## src/rtl/video_timing_gen.sv

```systemverilog
// Raster timing source: vs/hs/de sync stream plus a co-timed 8-bit YUV
// test-pattern pixel, all outputs registered one cycle after counter state.
module video_timing_gen #(
  parameter int unsigned CNT_V_SIZE = 12,
  parameter int unsigned CNT_H_SIZE = 12,
  parameter int unsigned VSY        = 3,
  parameter int unsigned VBP        = 3,
  parameter int unsigned VAC        = 1080,
  parameter int unsigned VFP        = 3,
  parameter int unsigned HSY        = 1,
  parameter int unsigned HBP        = 3,
  parameter int unsigned HAC        = 1920,
  parameter int unsigned HFP        = 3
) (
  input  logic                  clk,
  input  logic                  rstn,
  input  logic                  i_en,
  input  logic [1:0]            i_pat_sel,
  output logic                  o_vs,
  output logic                  o_hs,
  output logic                  o_de,
  output logic [CNT_H_SIZE-1:0] o_x,
  output logic [CNT_V_SIZE-1:0] o_y,
  output logic [7:0]            o_y_data,
  output logic [7:0]            o_u_data,
  output logic [7:0]            o_v_data,
  output logic                  o_frame_done
);

  localparam int unsigned H_TOT = HSY + HBP + HAC + HFP;
  localparam int unsigned V_TOT = VSY + VBP + VAC + VFP;
  localparam int unsigned BAR_W = HAC / 8;

  localparam logic [CNT_H_SIZE-1:0] H_LAST    = CNT_H_SIZE'(H_TOT - 1);
  localparam logic [CNT_H_SIZE-1:0] H_SYNC    = CNT_H_SIZE'(HSY);
  localparam logic [CNT_H_SIZE-1:0] H_ACT_BEG = CNT_H_SIZE'(HSY + HBP);
  localparam logic [CNT_H_SIZE-1:0] H_ACT_END = CNT_H_SIZE'(HSY + HBP + HAC - 1);
  localparam logic [CNT_H_SIZE-1:0] BAR_LAST  = CNT_H_SIZE'(BAR_W - 1);
  localparam logic [CNT_V_SIZE-1:0] V_LAST    = CNT_V_SIZE'(V_TOT - 1);
  localparam logic [CNT_V_SIZE-1:0] V_SYNC    = CNT_V_SIZE'(VSY);
  localparam logic [CNT_V_SIZE-1:0] V_ACT_BEG = CNT_V_SIZE'(VSY + VBP);
  localparam logic [CNT_V_SIZE-1:0] V_ACT_END = CNT_V_SIZE'(VSY + VBP + VAC - 1);

  typedef enum logic [1:0] {ST_IDLE, ST_RUN, ST_STOP} state_e;

  state_e                  state_q, state_d;
  logic [CNT_H_SIZE-1:0]   cnt_h_q, cnt_h_d;
  logic [CNT_V_SIZE-1:0]   cnt_v_q, cnt_v_d;
  logic [CNT_H_SIZE-1:0]   bar_pix_q, bar_pix_d;
  logic [2:0]              bar_idx_q, bar_idx_d;
  logic [1:0]              pat_q;
  logic [7:0]              frame_cnt_q;

  logic                    run_c, h_last_c, v_last_c, frame_end_c;
  logic                    hs_c, vs_c, h_act_c, v_act_c, de_c;
  logic [CNT_H_SIZE-1:0]   x_c;
  logic [CNT_V_SIZE-1:0]   y_c;
  logic [7:0]              pix_y_c, pix_u_c, pix_v_c;

  // FSM state register
  always_ff @(posedge clk or negedge rstn) begin
    if (!rstn) state_q <= ST_IDLE;
    else       state_q <= state_d;
  end

  // FSM next state: a stopped raster always finishes its frame before idling
  always_comb begin
    state_d = state_q;
    case (state_q)
      ST_IDLE: if (i_en) state_d = ST_RUN;
      ST_RUN:  if (!i_en) state_d = ST_STOP;
      ST_STOP: begin
        if (frame_end_c) state_d = ST_IDLE;
        else if (i_en)   state_d = ST_RUN;
      end
      default: state_d = ST_IDLE;
    endcase
  end

  // FSM outputs
  always_comb begin
    run_c = (state_q != ST_IDLE);
  end

  // Sync/active decode of the current counter state
  always_comb begin
    h_last_c    = (cnt_h_q == H_LAST);
    v_last_c    = (cnt_v_q == V_LAST);
    frame_end_c = run_c && h_last_c && v_last_c;
    hs_c        = run_c && (cnt_h_q < H_SYNC);
    vs_c        = run_c && (cnt_v_q < V_SYNC);
    h_act_c     = (cnt_h_q >= H_ACT_BEG) && (cnt_h_q <= H_ACT_END);
    v_act_c     = (cnt_v_q >= V_ACT_BEG) && (cnt_v_q <= V_ACT_END);
    de_c        = run_c && h_act_c && v_act_c;
    x_c         = cnt_h_q - H_ACT_BEG;
    y_c         = cnt_v_q - V_ACT_BEG;
  end

  // Raster counters and colour-bar position tracker
  always_comb begin
    cnt_h_d   = cnt_h_q;
    cnt_v_d   = cnt_v_q;
    bar_pix_d = bar_pix_q;
    bar_idx_d = bar_idx_q;
    if (!run_c) begin
      cnt_h_d = '0;
      cnt_v_d = '0;
    end else if (h_last_c) begin
      cnt_h_d = '0;
      cnt_v_d = v_last_c ? '0 : cnt_v_q + CNT_V_SIZE'(1);
    end else begin
      cnt_h_d = cnt_h_q + CNT_H_SIZE'(1);
    end
    if (cnt_h_d == H_ACT_BEG) begin
      bar_pix_d = '0;
      bar_idx_d = '0;
    end else if (h_act_c) begin
      if (bar_pix_q == BAR_LAST) begin
        bar_pix_d = '0;
        bar_idx_d = bar_idx_q + 3'd1;
      end else begin
        bar_pix_d = bar_pix_q + CNT_H_SIZE'(1);
      end
    end
  end

  // Pixel value for the current counter state
  always_comb begin
    pix_y_c = 8'd16;
    pix_u_c = 8'd128;
    pix_v_c = 8'd128;
    if (de_c) begin
      case (pat_q)
        2'd1: begin
          case (bar_idx_q)
            3'd0:    begin pix_y_c = 8'd235; pix_u_c = 8'd128; pix_v_c = 8'd128; end
            3'd1:    begin pix_y_c = 8'd210; pix_u_c = 8'd16;  pix_v_c = 8'd146; end
            3'd2:    begin pix_y_c = 8'd170; pix_u_c = 8'd166; pix_v_c = 8'd16;  end
            3'd3:    begin pix_y_c = 8'd145; pix_u_c = 8'd54;  pix_v_c = 8'd34;  end
            3'd4:    begin pix_y_c = 8'd106; pix_u_c = 8'd202; pix_v_c = 8'd222; end
            3'd5:    begin pix_y_c = 8'd81;  pix_u_c = 8'd90;  pix_v_c = 8'd240; end
            3'd6:    begin pix_y_c = 8'd41;  pix_u_c = 8'd240; pix_v_c = 8'd110; end
            default: begin pix_y_c = 8'd16;  pix_u_c = 8'd128; pix_v_c = 8'd128; end
          endcase
        end
        2'd2:    pix_y_c = x_c[7:0];
        2'd3:    pix_y_c = x_c[7:0] + y_c[7:0] + frame_cnt_q;
        default: pix_y_c = 8'd16;
      endcase
    end
  end

  // Counter, pattern-select and frame-count state
  always_ff @(posedge clk or negedge rstn) begin
    if (!rstn) begin
      cnt_h_q     <= '0;
      cnt_v_q     <= '0;
      bar_pix_q   <= '0;
      bar_idx_q   <= '0;
      pat_q       <= '0;
      frame_cnt_q <= '0;
    end else begin
      cnt_h_q   <= cnt_h_d;
      cnt_v_q   <= cnt_v_d;
      bar_pix_q <= bar_pix_d;
      bar_idx_q <= bar_idx_d;
      if (cnt_h_q == '0 && cnt_v_q == '0) pat_q <= i_pat_sel;
      if (frame_end_c) frame_cnt_q <= frame_cnt_q + 8'd1;
    end
  end

  // Registered output stage
  always_ff @(posedge clk or negedge rstn) begin
    if (!rstn) begin
      o_vs         <= 1'b0;
      o_hs         <= 1'b0;
      o_de         <= 1'b0;
      o_x          <= '0;
      o_y          <= '0;
      o_y_data     <= '0;
      o_u_data     <= '0;
      o_v_data     <= '0;
      o_frame_done <= 1'b0;
    end else begin
      o_vs         <= vs_c;
      o_hs         <= hs_c;
      o_de         <= de_c;
      o_x          <= de_c ? x_c : '0;
      if (de_c) o_y <= y_c;
      o_y_data     <= pix_y_c;
      o_u_data     <= pix_u_c;
      o_v_data     <= pix_v_c;
      o_frame_done <= frame_end_c;
    end
  end

endmodule

```

## config.mk

```make
export PLATFORM = sky130hd
export DESIGN_NAME = video_timing_gen
export DESIGN_NICKNAME = d
export VERILOG_FILES = /design/src/rtl/video_timing_gen.sv
export SDC_FILE = /design/constraint.sdc
export NUM_CORES = 1
export LEC_CHECK = 0
export BUFFER_PORTS_ARGS = -buffer_cell sky130_fd_sc_hd__buf_2
export CORE_UTILIZATION = 35
export DETAILED_ROUTE_END_ITERATION = 16
export HOLD_SLACK_MARGIN = 0.06
export SLEW_MARGIN = 10
export SYNTH_ARGS = -nofsm -noshare
export SYNTH_HDL_FRONTEND = slang
export SYNTH_SLANG_ARGS = --single-unit
```

## constraint.sdc

```tcl
create_clock -name clk -period 5.4 [get_ports clk]
set_clock_uncertainty 0.15 [all_clocks]
set_input_delay 0.54 -clock clk [delete_from_list [all_inputs] [get_ports clk]]
set_output_delay 0.54 -clock clk [all_outputs]
set_load 0.03 [all_outputs]
```

# [Yosys cells after proc, flatten, opt, wreduce, memory -nomap -nowiden]
# Cells that the tools add are included.
# W data, S select, Z words.
[word_totals] ff_bits=103 out_inout_bits=52
[classes] addsub=9 order_cmp=6 n_eq_ne=17 muxes=25 n_reduce_logical=17
[op_table] cell="$mux W12" count=9
[op_table] cell="$pmux W8 S6" count=2
[op_table] cell="$pmux W8 S7" count=1
[op_table] cell="$mux W8" count=5
[op_table] cell="$add A12 B1 Y12 const B" count=3
[op_table] cell="$eq A12 B11 Y1 const B" count=2
[op_table] cell="$ge A12 B3 Y1 const B" count=2
[op_table] cell="$le A12 B11 Y1 const B" count=2
[op_table] cell="$logic_not A12 Y1" count=2
[op_table] cell="$pmux W8 S3" count=1
[op_table] cell="$sub A12 B3 Y12 const B" count=2
[op_table] cell="$add A8 B8 Y8" count=2
[op_table] cell="$eq A12 B3 Y1 const B" count=1
[op_table] cell="$eq A12 B8 Y1 const B" count=1
[op_table] cell="$lt A12 B1 Y1 const B" count=1
[op_table] cell="$lt A12 B2 Y1 const B" count=1
[op_table] cell="$eq A3 B3 Y1 const B" count=3
[op_table] cell="$logic_and A1 B1 Y1" count=9
[op_table] cell="$mux W3" count=3
[op_table] cell="$add A8 B1 Y8 const B" count=1
[op_table] cell="$eq A2 B2 Y1 const B" count=3
[op_table] cell="$eq A3 B2 Y1 const B" count=2
[op_table] cell="$mux W2" count=3
[op_table] cell="$pmux W2 S3" count=1
[op_table] cell="9 further kinds" count=12

# [Longest topological paths before layout]
[logic_depth] ltp_word=6 depth_mapped=12

# [Worst setup path before layout]
# Ideal clock, no wire load.
[synth_path] path_type="register -> register" start="register cnt_h_q[2]" end="register o_y_data[5]" setup_time_ps=118 arrival_ps=2974 path_slack_ps=2158 path_stages_with_launch=13 n_path_buf=1 period_less_slack_ps=3242 cell_sequence="dfrtp_1 -> buf_1 -> inv_1 -> ha_1 -> fa_1 -> inv_1 -> ha_1 -> nor2b_1 -> o21a_1 -> or3_1 -> a31o_2 -> a21oi_1 -> nor2_1"
[synth_via] elab_chain_len=5 word_cells_on_any_way=10 classes_between="add/sub (3); order compare (2); mux (2); reduce/logical (3)"
[synth_lines] element="from (decl)" line="47" text="logic [CNT_H_SIZE-1:0] cnt_h_q, cnt_h_d;"
[synth_lines] element="from (signal assigned)" line="163" text="cnt_h_q <= cnt_h_d;"
[synth_lines] element="$sub A12 B3 Y12, or another cell as far along" line="95" text="x_c = cnt_h_q - H_ACT_BEG;"
[synth_lines] element="$add A8 B8 Y8 or $logic_and A1 B1 Y1 (tied branches)" line="147, 92"
[synth_lines] element="$add A8 B8 Y8 or $logic_and A1 B1 Y1 (tied branches)" line="147, 94"
[synth_lines] element="$pmux W8 S3 or $logic_and A1 B1 Y1 (tied branches)" line="133, 94"
[synth_lines] element="$mux W8 *" line="132" text="if (de_c) begin"
[synth_lines] element="net pix_y_c[5]" line="58" text="logic [7:0] pix_y_c, pix_u_c, pix_v_c;"
[synth_lines] element="to (signal assigned)" line="190" text="o_y_data <= pix_y_c;"
[synth_lines] element="to (decl)" line="24" text="output logic [7:0] o_y_data,"
# The timed path passes the listed nets; every way through them passes the cells marked *.
# A chain may end at the register's enable or synchronous reset.

# [Worst setup path after layout]
# Ends and elaborated chain as after synthesis.

==> impl_results.md <==
- Synthesized instance count: 595
- Syn Area/Cell: a little under 10 µm²
- # hold bufs at CTS: 0
- RSZ-0062 raised after global routing: no
- Largest vdd supply drop: 0.161 mV
- Number of gates given a new drive strength after cts: 0
- Final hold violation count: 0
- Inst Count DP: 829
- Starting density of the core: 0.360
- Setup ws final: 1.94 ns
- Max cap viols: 0
- First-pass DRT Iterations: 4
- Startpoint types: flip-flop
- Fin nets: 666
- End of the worst register-to-register path: o_y_data[5]
- Dominant synthesized flop cell: sky130_fd_sc_hd__dfrtp_1
- TritonCTS Buffers: 9
- Synth Warn #: 0
- Post-layout power: 1.86 mW
- Synthesized flop and latch total: a little under 100
- Reg2Reg Setup Slack: 1.94 ns
- Worst min path class: primary input to asynchronous set/reset pin
- Total routing usage reported by global routing: 0.161
- Maximum number of buffers from clock root to sink: 2
- ANT cells: 0
- Clock power share: 0.322
- Sum of net half-perimeters after detailed placement: 9.19 mm
- Final routed DRC violation total: 0
- Number of clock sinks seen by CTS: between 90 and 100
- Count of flip-flops with a built-in enable after synthesis: 0
- Wire length of the first global-routing pass: 20.9 mm
- Element type at the critical path end: flip-flop
- Number of port buffers: 54
- Post-synth top area cell: sky130_fd_sc_hd__dfrtp_1
- Worst Max-Slew Pin Slew: 1.08 ns
- Launch point of the worst reg-to-reg path: cnt_h_q[2]
- Row count: 46
- Proportion of synthesized chip area in sequential cells: 0.430
- Proportion of power drawn by flip-flops and latches: 0.451
- Critical Path Fanout Max: 16
- Area share of the leading cell type in the synthesized netlist: 0.430
- Setup-failing EPs final: 0
- Via count of the first global-routing pass: 4161
- Min Hold Slack: 0.0519 ns
- Async S/R FF share, synth: 1.00
- Proportion of total power due to net switching: 0.311
- Signal arrival time at the worst endpoint: 3.51 ns
- Most area-consuming cells after synthesis: sky130_fd_sc_hd__dfrtp_1, sky130_fd_sc_hd__ha_1, sky130_fd_sc_hd__xnor2_1
- Sum Neg Setup Slack: 0 ns
- CTS H-Tree Depth: 3
- Top-level port count: 57
- Final Cell Area: between 6000 and 7000 µm²
- Vias per cell: between 5 and 6
- TritonCTS clock tree: built
- Worst setup slack after placement: roughly 1.9 ns
- Logic gate share of total power: 0.227
- Routed wire length: 12.7 mm
- Power per cell area: approximately 290 nW/µm²
- Worst R2R Path Depth: 11
- Outcome: completed
- Required time of the critical path: 5.45 ns
- Finished Core Util: 0.399
- Floorplan die width: 130 µm
- Number of max-slew violations in the final report: 0
- Clock latency of the later-clocked register in the worst-skew pair: 0.35 ns
- Setup Fix Bufs, Post-CTS: 0
- Max Fclk: 289 MHz
- Clock Pin Slew Worst Setup and Hold Paths: roughly 0.07 ns
- Number of unique standard cell types used by synthesis: 65
- Core Box Area: 16000 µm²
- Critical path start-end classification: flip-flop to flip-flop
- GRT overflow: 0
- Total number of vias: between 4000 and 5000
- Summed instance area of the synthesized netlist: between 5000 and 6000 µm²
- DP Area: 6110 µm²
- Wire length per cell after detailed routing: 15.1 µm
- P_sw: roughly 580 µW
- P_leak: 3.07 nW
- Layout cells sized above 1: 0.148
- Relative area change from synthesis to final layout: 10.7%
- Maximum number of pins on one net before global-route repair: 52
- Cell Count, Final, Fillers Out: 845
- Post-route antenna net violation count: 0
- Fin crit share: 0.641
- Placer Congestion: 0.904
- Count of routing violations after the opening detailed-route iteration: 240
- Area of the die: 17000 µm²
- Minimum clock period: approximately 3.5 ns
- Internal power: roughly 1.3 mW
- Worst relative slew slack: 0.279
- Clock tree root buffer cell: sky130_fd_sc_hd__clkbuf_16
- Die Y: 130 µm
- Initial antenna violation count: 0
cells by family after synthesis:
group | Yosys count | synth area share
xor+xnor | 40 | 0.0631
fa+ha+maj | 37 | 0.0920
compound gates | 96 | 0.106
other cells | 1 | 0.000650
buf+inv | 70 | 0.0584
flops | 99 | 0.430
simple gates | 233 | 0.216
mux | 19 | 0.0345
sequential cells by signal, summed over array words and instances, names as in the netlist, 2 cells and up:
register and flops:
cnt_v_q 12, bar_pix_q 12, o_u_data 7, bar_idx_q 3, o_y 12, o_y_data 8
o_v_data 5, pat_q 2, cnt_h_q 12, o_x 12, state_q 2, frame_cnt_q 8
synth_stat cells, drive strengths merged, types with 5 or more instances:
library cell and number:
a21o 5, a21oi 24, and2 5, and3 16, buf 24, clkbuf 14
dfrtp 99, fa 9, ha 28, inv 32, mux2i 15, nand2 38
nand3 30, nand3b 11, nand4 7, nor2 65, nor2b 7, nor3 16
nor4 7, o21a 6, o21ai 38, or4 5, xnor2 29, xor2 10
critical path, cell delays in order (launching register included):
cell and delay (ns):
sky130_fd_sc_hd__dfrtp_1 0.67, sky130_fd_sc_hd__inv_1 0.13, sky130_fd_sc_hd__ha_1 0.28, sky130_fd_sc_hd__xnor2_1 0.39, sky130_fd_sc_hd__fa_1 0.49, sky130_fd_sc_hd__inv_1 0.07
sky130_fd_sc_hd__ha_1 0.26, sky130_fd_sc_hd__o21a_1 0.14, sky130_fd_sc_hd__or3_1 0.30, sky130_fd_sc_hd__a31o_2 0.23, sky130_fd_sc_hd__a21oi_1 0.14, sky130_fd_sc_hd__nor2_1 0.05
power by group through the flow:
stage	clock network [mW]	registers (mW)	logic (mW)
floorplan	0	0.819	0.342
global placement	0	0.848	0.414
detailed placement	0	0.851	0.422
CTS	0.615	0.836	0.425
global route	0.644	0.843	0.484
finish	0.597	0.837	0.422
worst max-delay path by stage:
stage,startpoint,to,cells after the start
floorplan,cnt_h_q[2],o_y_data[5],12
global placement,cnt_h_q[2],o_y_data[5],11
detailed placement,cnt_h_q[2],o_y_data[5],11
CTS,cnt_h_q[2],o_y_data[5],11
global route,cnt_h_q[2],o_y_data[5],11
finish,cnt_h_q[2],o_y_data[5],11
layout make-up:
class                           count  area [µm²]
Timing Repair Buffer               55         280
Fill cell                        1628        9620
Inverter                           32         120
Multi-Input combinational cell    427        2960
Clock buffer                       12         246
Clock inverter                      4        26.3
Tap cell                          216         270
Sequential cell                    99        2480
routing by layer:
metal / share of wire / vias up / global-route usage / wire length (µm)
met5: 0 / - / 0 / 0
met4: 0.016 / 0 / 0.0622 / 204
met3: 0.044 / 15 / 0.0402 / 560
met2: 0.47 / 82 / 0.250 / 6020
met1: 0.47 / 2057 / 0.215 / 5970
li1: - / 2105 / - / -
cells in the final DEF (no fill, tap or decap), drive strengths merged, types with 10 or more instances in the layout:
cell	instances
nor3	16
and3	16
xor2	10
a21oi	24
dfrtp	99
nand3b	11
inv	32
buf	55
mux2i	15
o21ai	38
ha	28
clkbuf	12
xnor2	29
nand3	30
nand2	38
nor2	65
(Power assumes the default switching activity.)
